$ cat config.mk
export PLATFORM = sky130hd
export DESIGN_NAME = dlf_gear_controller
export DESIGN_NICKNAME = d
export VERILOG_FILES = /design/src/rtl/dlf_gear_controller.sv
export SDC_FILE = /design/constraint.sdc
export NUM_CORES = 1
export LEC_CHECK = 0
export CAP_MARGIN = 5
export CORE_UTILIZATION = 30
export DETAILED_ROUTE_END_ITERATION = 12
export GPL_TIMING_DRIVEN = 0
export PLACE_DENSITY = 0.46
export SLEW_MARGIN = 20
export SYNTH_ARGS = -nofsm -noshare
export SYNTH_HDL_FRONTEND = slang
export SYNTH_SLANG_ARGS = --single-unit
$ cat constraint.sdc
create_clock -name clk -period 2.76 [get_ports clk]
set_input_delay 0.828 -clock clk [delete_from_list [all_inputs] [get_ports clk]]
set_output_delay 0.828 -clock clk [all_outputs]
set_load 0.05 [all_outputs]
$ cat src/rtl/dlf_gear_controller.sv
// Gear sequencer for the ADPLL third-order loop filter.
// Steps ACQ -> TRK1 -> TRK2 -> LOCKED on error windows, restarts on loss of lock.
module dlf_gear_controller #(
  parameter int inout_width = 8,
  parameter int cnt_width   = 8,
  parameter int LOCK_TH     = 4,
  parameter int UNLOCK_TH   = 32,
  parameter int LOCK_CNT    = 64,
  parameter int SETTLE      = 16,
  parameter int UNLOCK_CNT  = 4
) (
  input  logic                   clk,
  input  logic                   rst,
  input  logic                   start,
  input  logic                   stop,
  input  logic                   err_valid,
  input  logic [inout_width-1:0] err_mag,
  output logic [1:0]             gear,
  output logic                   dlf_rstn,
  output logic                   dco_hold,
  output logic                   locked,
  output logic [2:0]             state_o
);

  typedef enum logic [2:0] {
    IDLE   = 3'd0,
    CLEAR  = 3'd1,
    ACQ    = 3'd2,
    TRK1   = 3'd3,
    TRK2   = 3'd4,
    LOCKED = 3'd5
  } state_t;

  localparam logic [inout_width-1:0] LTH =
    inout_width'(LOCK_TH);
  localparam logic [inout_width-1:0] UTH =
    inout_width'(UNLOCK_TH);
  localparam logic [cnt_width-1:0] LCNT_M1 =
    cnt_width'(LOCK_CNT - 1);
  localparam logic [cnt_width-1:0] UCNT_M1 =
    cnt_width'(UNLOCK_CNT - 1);
  localparam logic [cnt_width-1:0] SET =
    cnt_width'(SETTLE);
  localparam logic [cnt_width-1:0] CONE = cnt_width'(1);
  localparam logic [cnt_width-1:0] CMAX = '1;

  state_t state, state_n;
  logic [cnt_width-1:0] settle_cnt, lock_cnt, bad_cnt;
  logic [cnt_width-1:0] settle_n, lock_n, bad_n;
  logic [cnt_width-1:0] lock_inc, bad_inc;
  logic clr_cnt, clr_n;
  logic good, bad, run_n;

  always_comb begin
    good     = err_mag <= LTH;
    bad      = err_mag > UTH;
    lock_inc = (lock_cnt == CMAX) ? lock_cnt : lock_cnt + CONE;
    bad_inc  = (bad_cnt == CMAX) ? bad_cnt : bad_cnt + CONE;
    state_n  = state;
    settle_n = settle_cnt;
    lock_n   = lock_cnt;
    bad_n    = bad_cnt;
    clr_n    = clr_cnt;
    case (state)
      IDLE: begin
        if (start) begin
          state_n = CLEAR;
          clr_n   = 1'b0;
        end
      end
      CLEAR: begin
        if (clr_cnt) begin
          state_n  = ACQ;
          settle_n = SET;
          lock_n   = '0;
          bad_n    = '0;
          clr_n    = 1'b0;
        end else begin
          clr_n = 1'b1;
        end
      end
      ACQ, TRK1, TRK2, LOCKED: begin
        if (err_valid) begin
          if (settle_cnt != '0) begin
            settle_n = settle_cnt - CONE;
          end else begin
            if (state != ACQ)
              bad_n = bad ? bad_inc : '0;
            // unlock outranks gear advance on the same sample
            if (state != ACQ && bad && bad_cnt >= UCNT_M1) begin
              state_n = CLEAR;
              clr_n   = 1'b0;
              lock_n  = '0;
              bad_n   = '0;
            end else if (state != LOCKED) begin
              if (!good) begin
                lock_n = '0;
              end else if (lock_cnt >= LCNT_M1) begin
                case (state)
                  ACQ:     state_n = TRK1;
                  TRK1:    state_n = TRK2;
                  default: state_n = LOCKED;
                endcase
                if (state != TRK2) begin
                  settle_n = SET;
                  lock_n   = '0;
                  bad_n    = '0;
                end
              end else begin
                lock_n = lock_inc;
              end
            end
          end
        end
      end
      default: begin
        state_n  = IDLE;
        settle_n = '0;
        lock_n   = '0;
        bad_n    = '0;
        clr_n    = 1'b0;
      end
    endcase
    if (stop) begin
      state_n  = IDLE;
      settle_n = '0;
      lock_n   = '0;
      bad_n    = '0;
      clr_n    = 1'b0;
    end
    run_n = state_n inside {ACQ, TRK1, TRK2, LOCKED};
  end

  always_ff @(posedge clk) begin
    if (rst) begin
      state      <= IDLE;
      settle_cnt <= '0;
      lock_cnt   <= '0;
      bad_cnt    <= '0;
      clr_cnt    <= 1'b0;
      gear       <= 2'd0;
      dlf_rstn   <= 1'b0;
      dco_hold   <= 1'b1;
      locked     <= 1'b0;
    end else begin
      state      <= state_n;
      settle_cnt <= settle_n;
      lock_cnt   <= lock_n;
      bad_cnt    <= bad_n;
      clr_cnt    <= clr_n;
      dlf_rstn   <= run_n;
      dco_hold   <= !run_n;
      locked     <= state_n == LOCKED;
      case (state_n)
        TRK1:        gear <= 2'd1;
        TRK2,LOCKED: gear <= 2'd2;
        default:     gear <= 2'd0;
      endcase
    end
  end

  assign state_o = state;

endmodule

* Yosys cells after proc, flatten, opt, wreduce, memory -nomap -nowiden
Index checks and enable logic that the tools add are counted.
** Operators by class
- Add/sub/neg operators :: 3
- Magnitude comparators :: 4
- Eq/ne operators :: 27
- Mux-type cells :: 48
- Bitwise logic cells :: 1
- Reduce and logical (&&, ||, !) cells :: 13
** Operators with widths (count)
- $mux W8 :: 27
- $pmux W8 S3 :: 3
- $mux W3 :: 9
- $ne A3 B3 Y1 const B :: 8
- $add A8 B1 Y8 const B :: 2
- $eq A8 B8 Y1 const B :: 2
- $eq A3 B2 Y1 const B :: 4
- $eq A3 B3 Y1 const B :: 4
- $ne A2 B2 Y1 const B :: 5
- $ne A5 B5 Y1 const B :: 2
- $pmux W3 S3 :: 1
- $ge A8 B2 Y1 const B :: 1
- $ge A8 B6 Y1 const B :: 1
- $gt A8 B6 Y1 const B :: 1
- $le A8 B3 Y1 const B :: 1
- $reduce_and A4 Y1 :: 2
- $reduce_and A8 Y1 :: 1
- $reduce_bool A8 Y1 :: 1
- $sub A8 B1 Y8 const B :: 1
- $reduce_and A7 Y1 :: 1
- $pmux W3 S2 :: 1
- $mux W1 :: 5
- $pmux W2 S2 :: 1
- $reduce_bool A4 Y1 :: 1
- 9 further kinds :: 11
** Word-level totals
- Flip-flop bits (word level) :: 33
- Bits of input ports :: 13
- Logic and storage cells :: 105

* Logic depth before layout (Yosys ltp)
Gate-level depths: netlist of run 1.
- Word-level depth :: 13
- Gate-level depth with buffers :: 8
- Mapped depth without buffers :: 7

* Worst setup path before layout of run 1
Ideal clock, no wire load.
- Kind :: in2reg
- From :: input port err_mag[3]
- To :: register dco_hold
- Setup time :: 0.114 ns
- Data arrival time :: 2.496 ns
- Data required time :: 2.646 ns
- Slack :: 0.150 ns
- Stages on the path :: 6
- Cells stage by stage :: or4_1 -> buf_2 -> o41a_4 -> a2111oi_4 -> o22ai_2 -> a21o_1
** Between the ends
- Cells in the longest elaborated chain, start to end :: 11
- Elaborated cells on any way between the ends :: 17
** Ends and longest elaborated chain
- from (decl) :: RTL line 17 : input logic [inout_width-1:0] err_mag,
- $le A8 B3 Y1 / $gt A8 B6 Y1 (equally long branches) :: RTL line 55, 56
- $mux W3 / $logic_and A1 B1 Y1 (equally long branches) :: RTL line 96, 90
- $mux W3 / $logic_and A1 B1 Y1 (equally long branches) :: RTL line 95, 90
- $mux W3 * :: RTL line 90 : if (state != ACQ && bad && bad_cnt >= UCNT_M1) begin
- $mux W3 * :: RTL line 84 : if (settle_cnt != '0) begin
- $mux W3 * :: RTL line 83 : if (err_valid) begin
- $pmux W3 S3 * :: RTL line 64 : case (state)
- $mux W3 * :: RTL line 124 : if (stop) begin
- $eq A3 B2 Y1 / $eq A3 B3 Y1 (equally long branches) :: RTL line 131 : run_n = state_n inside {ACQ, TRK1, TRK2, LOCKED};
- $reduce_bool A4 Y1 * :: RTL line 131
- $logic_not A1 Y1 * :: RTL line 152 : dco_hold <= !run_n;
- to (signal assigned) :: RTL line 152
- to (decl) :: RTL line 20 : output logic dco_hold,
Mark *: on every way between the ends. The rest lies on a longest branch, timed or not.
A chain may end at the register's enable or synchronous reset.

* Worst setup path after layout of run 1
- From :: input port err_mag[4]
- To :: register lock_cnt[1]
** Between the ends
- Cells in the longest elaborated chain, start to end :: 7
- Elaborated cells on any way between the ends :: 14
** Ends and longest elaborated chain
- $le A8 B3 Y1 / $gt A8 B6 Y1 (equally long branches) :: RTL line 55, 56
- $mux W8 / $logic_and A1 B1 Y1 (equally long branches) :: RTL line 96, 90
- $mux W8 / $logic_and A1 B1 Y1 (equally long branches) :: RTL line 95, 90
- $mux W8 :: RTL line 90
- $mux W8 :: RTL line 84
- $mux W8 :: RTL line 83
- $pmux W8 S3 :: RTL line 64
- to (signal assigned) :: RTL line 148 : lock_cnt <= lock_n;
- to (decl) :: RTL line 48 : logic [cnt_width-1:0] settle_cnt, lock_cnt, bad_cnt;
Several ways; a longest one is shown, not always the timed one. The select of a mux whose other input is x is not followed.

==> qor.csv, run 1 <==
stage;metric;value;unit
place;dp_hpwl;3919;um
min_path;hold_depth;2;
synth;yosysWarnings;0;
synth;yosys_most_used_dff;dfxtp_1;
pwr;p_per_area;366.5;nW/um2
clocking;cts.sinks;33;
clocking;cts_made_buffers;5;
setup_path;endpoint_kind;register;
floorplan;die_area;6986;um2
grt;grt_max_degree;11;
setup_path;path_class;input port to register;
grt;grt_pass1_wl;8811;um
sta;setup-tns-final;0;ns
grt;antenna_found_initial;0;
routing;postRouteAntennaNets;0;
place;post-place-ws;-0.4485;ns
job;cap_viol_max_count;0;
pwr;p_int;0.6874;mW
setup_path;start_kind;input port;
routing;via_per_inst;5.425;
synth;ys_types;62;
sta;finalHoldWorstSlack;0.4447;ns
routing;routed_wl;5269;um
pwr;netSwitchingPower;0.2164;mW
place;gp_congestion;0.8310;
synth;syn_avg_cell_area;8.426;um2
synth;synth_fa_ha_area_share;1.880;%
floorplan;rows;29;
synth;async_flop_share;0;%
clocking;cts_max_path_buffers;2;
synth;synth_xor_area_share;1.754;%
synth;synthTopCellsByCount;dfxtp_1, nor3_1, nor2_1;
sta;setup_ws;0.03128;ns
synth;synthMuxAreaShare;1.003;%
sta;slew_headroom;45.95;%
setup_path;cp.required;2.97;ns
pwr;p_sw_share;23.94;%
synth;synth_seq_cells;33;
sta;finClkSkew;0.004711;ns
pwr;p_seq_share;52.9;%
pwr;p_comb_share;8.0;%
sta;layout_min_cycle_time;2.729;ns
sta;finalSetupViolations;0;
floorplan;initial_core_util;31.27;%
routing;drt_iter0_drc;76;
floorplan;fp.coreArea;6386;um2
setup_path;r2r_end;dlf_rstn;
synth;synth_top_cell_by_area;dfxtp_1;
min_path;min_from;bad_cnt[6];
synth;synth_top_family_by_area;simple AND/OR/NAND/NOR gates;
synth;syn_area;1997;um2
floorplan;ios;21;
clocking;cts_tree;yes;
setup_path;worst-r2r-setup-slack;0.41;ns
outcome;outcome;complete, no violations;
synth;syn_inst;237;
synth;synth.top_cell.area_share;33.08;%
synth;yosysMostFrequentCell;dfxtp_1;
pwr;total_power;0.9039;mW
setup_path;r2r_start;settle_cnt[0];
layout;nets;284;
sta;rsz0062_at_grt;yes;
layout;antennaDiodeCount;0;
floorplan;die_width;83.59;um
sta;fin_crit_sh;98.87;%
setup_path;crit_arrival;2.94;ns
setup_path;crit_fanout;5;
layout;drive_gt1_share;15.61;%
routing;first_pass_iters;4;
min_path;min_delay_worst_endpoint;bad_cnt[6];
sta;worst_pin_slew;0.8090;ns
min_path;min_path_type;register to register;
sta;fmax;366.5;MHz
synth;synth-compound-area-share;29.01;%
routing;drc;0;
layout;synthToLayoutAreaGrowth;23.50;%
grt;gr-total-overflow;0;
routing;num_vias;1877;
sta;slew_viol_final;0;
pwr;worst_ir_drop_vdd;0.0002322;V
clocking;path_clk_slew;0.07;ns
setup_path;worst_r2r_path_depth;7;
floorplan;die_h;83.59;um
sta;hold_violations;0;
pwr;p_clk_share;39.0;%
clocking;clk-insertion-delay-late;0.28;ns
layout;post-route-util;38.62;%
synth;ys_seq_area_share;33.08;%
routing;wl_per_cell;15.23;um
synth;syn_nets;253;
clocking;htreeDepth;2;
pwr;power_leakage;0.8184;nW
grt;grt_pass1_vias;1779;
place;io_buffers;20;
synth;synth-simple-area-share;29.51;%
grt;gr-usage-all-layers;15.57;%
synth;synth-edff-count;0;
clocking;cts-root-buf;clkbuf_8;
synth;synth_area_leaders;dfxtp_1, nor3_1, a21oi_1;
[metal layers]
metal	track usage, %	part of all wire, %	wire, um	up-vias
met1	21.57	49	2589	882
met2	24.54	47	2462	21
met3	3.462	3.3	176	5
met4	3.698	0.80	42	0
met5	0	0	0	-
li1	-	-	-	969
[area by class of cell]
cell class                      count  area (um2)
Multi-Input combinational cell    186        1310
Clock buffer                        8       80.08
Fill cell                         681        3920
Buffer                             11       55.05
Timing Repair Buffer               24       237.7
Inverter                            7       26.28
Tap cell                           77       96.34
Sequential cell                    33       660.6
[stage by stage]
stage               std cells  cell area (um2)
finish                    346             2466
global route              346             2466
CTS                       345             2431
detailed placement        334             2293
global placement          334             2293
floorplan                 237             1997
[sequential cells by signal, indices dropped and copies added (netlist names)]
register / flops
dlf_rstn: 1
lock_cnt: 8
dco_hold: 1
locked: 1
clr_cnt: 1
gear: 2
settle_cnt: 8
bad_cnt: 8
state_o: 3
[worst max path at each step]
| stage | startpoint | endpoint | cells past startpoint |
|---|---|---|---|
| floorplan | err_mag[3] | dco_hold | 6 |
| global placement | err_mag[7] | settle_cnt[4] | 7 |
| detailed placement | err_mag[3] | settle_cnt[4] | 7 |
| CTS | err_mag[4] | dco_hold | 7 |
| global route | err_mag[4] | lock_cnt[0] | 8 |
| finish | err_mag[4] | lock_cnt[1] | 8 |
[power by group through the flow]
stage | Clock [mW] | Combinational (mW) | Sequential, mW
2_1_floorplan | 0 | 0.0311 | 0.491
5_1_grt | 0.392 | 0.0790 | 0.478
6_report | 0.353 | 0.0725 | 0.479
3_5_place_dp | 0 | 0.0684 | 0.489
3_3_place_gp | 0 | 0.0683 | 0.489
4_1_cts | 0.369 | 0.0719 | 0.478
[what timing repair did]
action / CTS / global route
hold buffers: 0 / 0
resized for setup: 9 / 6
hold endpoints to repair: 0 / 0
setup endpoints to repair: 11 / 18
cloned: 0 / 0
pin swaps: 6 / 3
setup buffers: 3 / 1
[cell families after synthesis]
logic type,after synthesis
flip-flops,33
AO/OA/AOI/OAI,71
buffers and inverters,18
XOR/XNOR,4
adder cells (fa/ha/maj),3
AND/OR/NAND/NOR,106
multiplexers,2
[critical path, cell delays in order]
cell,delay [ns]
dlygate4sd2_1,0.22
or4_1,0.53
buf_6,0.15
o41a_4,0.46
buf_12,0.15
a21oi_4,0.19
a21o_1,0.21
mux2i_1,0.19
[placed cells by master, fill, tap and decap left out, types with 2 or more instances in the layout]
cell and instances:
a21oi_1 16, o2bb2ai_1 4, a211oi_1 4, nand3b_1 3
buf_2 2, a2111oi_4 2, a311oi_1 2, nor2_1 19
nand4_1 3, nand3_1 6, clkbuf_8 5, a21oi_4 2
buf_4 4, nor4_1 3, ha_1 3, o21ai_0 8
nor3b_1 8, o211ai_1 2, nor3_1 21, a21o_1 3
a21o_2 2, and3_1 7, mux2i_1 2, inv_1 7
or3_1 3, clkdlybuf4s50_1 16, clkbuf_1 9, dfxtp_1 33
a31oi_1 3, dlygate4sd2_1 4, a22o_1 2, xnor2_1 3
a31o_2 3, nor2b_1 2, nand2_1 15
No activity file was read; power rests on OpenSTA's default activity.
==> run 2, diff against run 1 <==
--- a/config.mk
+++ b/config.mk
@@ -10,7 +10,6 @@
 export DETAILED_ROUTE_END_ITERATION = 12
 export GPL_TIMING_DRIVEN = 0
 export PLACE_DENSITY = 0.46
-export SLEW_MARGIN = 20
 export SYNTH_ARGS = -nofsm -noshare
 export SYNTH_HDL_FRONTEND = slang
 export SYNTH_SLANG_ARGS = --single-unit
==> results of run 2 <==
The final DEF is identical to that of run 1; final timing and power are the same.
==> run 3, diff against run 2 <==
--- a/config.mk
+++ b/config.mk
@@ -7,6 +7,7 @@
 export LEC_CHECK = 0
 export CAP_MARGIN = 5
 export CORE_UTILIZATION = 30
+export CTS_CLUSTER_DIAMETER = 120
 export DETAILED_ROUTE_END_ITERATION = 12
 export GPL_TIMING_DRIVEN = 0
 export PLACE_DENSITY = 0.46
==> results of run 3 <==
The final DEF is identical to that of run 1; final timing and power are the same.
